**src/rtl/detector_arbiter.sv**
```systemverilog
// Round-robin arbiter that time-shares one a-then-b sequence detector among N channels.
// Define DETECTOR_ARB_FIXED_PRIO_EN to switch arbitration to fixed lowest-index priority.
module detector_arbiter #(
  parameter int N      = 4,
  parameter int WINDOW = 8
) (
  input  logic         clk,
  input  logic         reset,
  input  logic [N-1:0] req,
  input  logic [N-1:0] a_in,
  input  logic [N-1:0] b_in,
  input  logic         det_y,
  output logic [N-1:0] gnt,
  output logic         det_clr,
  output logic         det_a,
  output logic         det_b,
  output logic [N-1:0] hit,
  output logic [N-1:0] done,
  output logic         busy
);

  localparam int IW = (N > 1) ? $clog2(N) : 1;
  localparam int TW = $clog2(WINDOW + 1);

  typedef enum logic [1:0] {IDLE, CLEAR, RUN, DONE} state_t;

  state_t        state, next;
  logic [IW-1:0] cur;
  logic [IW-1:0] sel;
  logic [TW-1:0] timer;
  logic          hit_flag;
  logic          run_exit;

`ifdef DETECTOR_ARB_FIXED_PRIO_EN
  // Walk downward so the lowest requesting index is the final assignment.
  always_comb begin
    sel = '0;
    for (int unsigned i = N; i > 0; i--) begin
      if (req[IW'(i - 1)]) sel = IW'(i - 1);
    end
  end
`else
  logic [IW-1:0] last;

  // Walk offsets downward so the nearest requester after last is the final assignment.
  always_comb begin
    int unsigned   k;
    logic [IW-1:0] kk;
    sel = '0;
    for (int unsigned i = N; i >= 1; i--) begin
      k  = (32'(last) + i) % N;
      kk = IW'(k);
      if (req[kk]) sel = kk;
    end
  end
`endif

  // Detector hit outranks abort, which outranks timeout; all three end the grant.
  assign run_exit = det_y || !req[cur] || (timer == TW'(1));

  always_comb begin
    next = state;
    case (state)
      IDLE:    if (|req) next = CLEAR;
      CLEAR:   next = RUN;
      RUN:     if (run_exit) next = DONE;
      DONE:    next = IDLE;
      default: next = IDLE;
    endcase
  end

  always_comb begin
    det_clr = (state == CLEAR);
    det_a   = (state == RUN) ? a_in[cur] : 1'b0;
    det_b   = (state == RUN) ? b_in[cur] : 1'b0;
    busy    = (state != IDLE);
    done    = (state == DONE) ? (N'(1) << cur) : '0;
    hit     = (state == DONE && hit_flag) ? (N'(1) << cur) : '0;
  end

  always_ff @(posedge clk or posedge reset) begin
    if (reset) begin
      state    <= IDLE;
      gnt      <= '0;
      cur      <= '0;
      timer    <= '0;
      hit_flag <= 1'b0;
`ifndef DETECTOR_ARB_FIXED_PRIO_EN
      last     <= IW'(N - 1);
`endif
    end else begin
      state <= next;
      case (state)
        IDLE: begin
          if (|req) begin
            cur <= sel;
            gnt <= N'(1) << sel;
`ifndef DETECTOR_ARB_FIXED_PRIO_EN
            last <= sel;
`endif
          end
        end
        CLEAR: timer <= TW'(WINDOW);
        RUN: begin
          if (timer != '0) timer <= timer - TW'(1);
          if (run_exit) begin
            gnt      <= '0;
            hit_flag <= det_y;
          end
        end
        default: ;
      endcase
    end
  end

endmodule
```
**config.mk**
```make
export PLATFORM = sky130hd
export DESIGN_NAME = detector_arbiter
export DESIGN_NICKNAME = d
export VERILOG_FILES = /design/src/rtl/detector_arbiter.sv
export SDC_FILE = /design/constraint.sdc
export NUM_CORES = 1
export LEC_CHECK = 0
export BUFFER_PORTS_ARGS = -buffer_cell sky130_fd_sc_hd__buf_2
export CAP_MARGIN = 0
export CORE_AREA = 5 5 50 52
export CTS_CLUSTER_SIZE = 12
export DETAILED_ROUTE_END_ITERATION = 12
export DIE_AREA = 0 0 55 57
export PLACE_DENSITY = 0.79
export SKIP_CTS_REPAIR_TIMING = 1
export SYNTH_ARGS = -nofsm -noshare
export SYNTH_HDL_FRONTEND = slang
export SYNTH_SLANG_ARGS = --single-unit
```
**constraint.sdc**
```tcl
create_clock -name clk -period 3.82 [get_ports clk]
set_input_delay 0.191 -clock clk [delete_from_list [all_inputs] [get_ports clk]]
set_output_delay 0.191 -clock clk [all_outputs]
set_load 0.02 [all_outputs]
```
==> impl_results.md <==
* Pin count of the biggest net entering global routing at 16
* Synth Area in Adders at 0.08685
* Worst Skew at 0.006725 ns
* Pre-Repair DR Iteration Count at 4
* Max Slew Vio Count at 0
* CTS root buffer: clkbuf_4
* CTS tree: yes
* 1st-iter DRT viols at 24
* Synth Instances at 101
* Die height at 57 um
* Final setup viols at 0
* Kind of critical path: reg -> reg
* First-pass GRT wire length at 3864 um
* Critical path endpoint category: register
* Final Hold Vio Count at 0
* Synth cell count leaders: nor2_1, dfrtp_1, nand2_1, inv_1, ha_1
* Die ar. at 3135 um2
* Top post-synthesis cells by area: dfrtp_1, ha_1, nor2_1, dfstp_2, mux4_1
* #FFs+latches synth at 15
* RSZ-0062 raised after global routing: false
* H-tree depth at 1
* Starting Density at 0.4888
* Post-synthesis mux area share at 0.1216
* Post-Place Cells at 157
* Clock power frac at 0.092
* Worst slew margin at 0.4245
* N_diodes at 0
* Data arrival, critical path at 2.19 ns
* Internal Power at 551.3 uW
* Post-Syn Nets at 123
* Share of layout cells above drive strength 1 at 0.3209
* PortBufs at 30
* Library cells used by synthesis at 34
* Reg power frac at 0.319
* Max-capacitance violation count at 0
* Main combinational cell family by area after synthesis: compound AO/OA/AOI/OAI gates
* Status: finished, final reports clean
* TNS Setup at 0 ns
* Final ANT Viol Nets at 0
* Total power at 1.016 mW
* GRT overflow at 0
* IO Count at 31
* Peak supply drop at 0.4814 mV
* Post-Synth XOR/XNOR Area at 0
* Combinational power share at 0.589
* Post-synth EDFFs at 0
* Leakage at 0.6227 nW
* Gpl congestion at 0.8808
* Worst Path Required at 3.99 ns
* Final net count at 157
* Top-count cell post-synth: nor2_1
* CP Max Fanout at 14
* CTS max path bufs at 2
* Switching share of total power at 0.4573
* Fin cells at 162
* Share of the yosys chip area belonging to registers at 0.3747
* Total number of vias at 894
* Compound-Gate Fraction of Synth Area at 0.2084
* Async SR Flop Fraction at 1.000
* DP HPWL at 1801 um
* WL/cell at 13.81 um
* CTS buffer count at 3
* Fmax at 495.3 MHz
* Top cell type's share of synthesized area at 0.3226
* CORE AREA at 2063 um2
* Ys Warns at 0
* Worst-Skew Late Latency at 0.29 ns
* Syn Area/Cell at 9.985 um2
* Post-Synth Simple-Gate Area at 0.1712
* Die width at 55 um
* Overall routing resource usage at 0.1657
* Sw power at 464.6 uW
* Final min period at 2.019 ns
* Final worst path period share at 0.5285
* Post-synth top flop: dfrtp_1
* Worst Tran Pin Value at 0.8524 ns
* Rows at 17
* Hold Path Class: in -> reg
* Biggest area consumer among synthesized cells: dfrtp_1
* DRC Markers at 0
* Area growth syn-to-layout at 21.34%
* Vias in the first global route at 908
* Syn Std Cell Area at 1008 um2
* Cell Pwr Density at 830.2 nW/um2
* Initial antenna violation count at 0
* Clock sink count at 15
* DR vias/cell at 5.519
* Clock transition at path regs at 0.10 ns
* Startpoint types: register
* DRT Wirelength at 2238 um
## critical path: stages, from the launching register on
cell and delay [ns]:
dfrtp_1 0.41, inv_1 0.14, ha_1 0.46, inv_1 0.14, or4_1 0.44, a221o_1 0.31
## through the flow
step           instance area, um2  setup WS (ns)  hold WS, ns    util
5_1_grt                      1224          1.661       0.1564  0.5931
6_report                     1224          1.801       0.1720  0.5931
2_1_floorplan                1008          2.206      0.09105       -
3_3_place_gp                 1186          1.942       0.2720  0.5749
3_5_place_dp                 1186          1.839       0.2831  0.5749
4_1_cts                      1214          1.809     -0.03871  0.5882
## placed cells by master, fill, tap and decap left out, types with 3 or more instances in the layout
cell / count
nand2_1: 10
o21ai_0: 4
a32o_1: 4
nor2_1: 15
dfrtp_1: 13
buf_2: 30
a21o_1: 4
clkbuf_4: 3
ha_1: 7
nand2b_1: 4
inv_1: 8
## power by group through the flow
stage	combinational, mW	clock (mW)	sequential (mW)
after global placement	0.582	0	0.322
after floorplan	0.448	0	0.326
after CTS	0.601	0.0964	0.324
after global routing	0.659	0.104	0.336
after detailed placement	0.601	0	0.327
final	0.598	0.0937	0.324
## area by class of cell
cell class	instances	area (um2)
Sequential cell	15	377.9
Multi-Input combinational cell	76	593.1
Clock buffer	3	22.52
Inverter	8	30.03
Fill cell	189	839.6
Clock inverter	1	5.005
Timing Repair Buffer	31	160.2
Tap cell	28	35.03
## logic make-up after synthesis
group                    Yosys count
adder cells (fa/ha/maj)            7
buffers and inverters             10
multiplexers                       7
flip-flops                        15
AO/OA/AOI/OAI                     24
AND/OR/NAND/NOR                   38
## sequential cells by signal (all words and copies together) (netlist names)
name / cells
state: 2
gnt: 4
hit_flag: 1
cur: 2
timer: 4
last: 2
## metal layers
layer  GRT usage  vias up  part of all wire
met3     0.06005        2             0.052
met5           0        -                 0
met1      0.2010      439              0.39
met4     0.03125        0            0.0058
li1            -      428                 -
met2      0.2787       25              0.55
## worst paths after layout
check,start,endpoint,slack (ns),depth (start not counted)
min,det_y,hit_flag$_DFFE_PP0P_,0.17,2
max in group asynchronous,reset,hit_flag$_DFFE_PP0P_,2.95,3
max,state[0]$_DFFE_PP0P_,timer[3]$_DFFE_PP0P_,1.80,5
max reg2reg,state[0]$_DFFE_PP0P_,timer[3]$_DFFE_PP0P_,1.80,5
min reg2reg,gnt[3]$_DFFE_PP0P_,gnt[3]$_DFFE_PP0P_,0.50,1
min in group asynchronous,reset,cur[0]$_DFFE_PP0P_,0.49,3
Note: power is estimated with default switching activity, not from simulation.
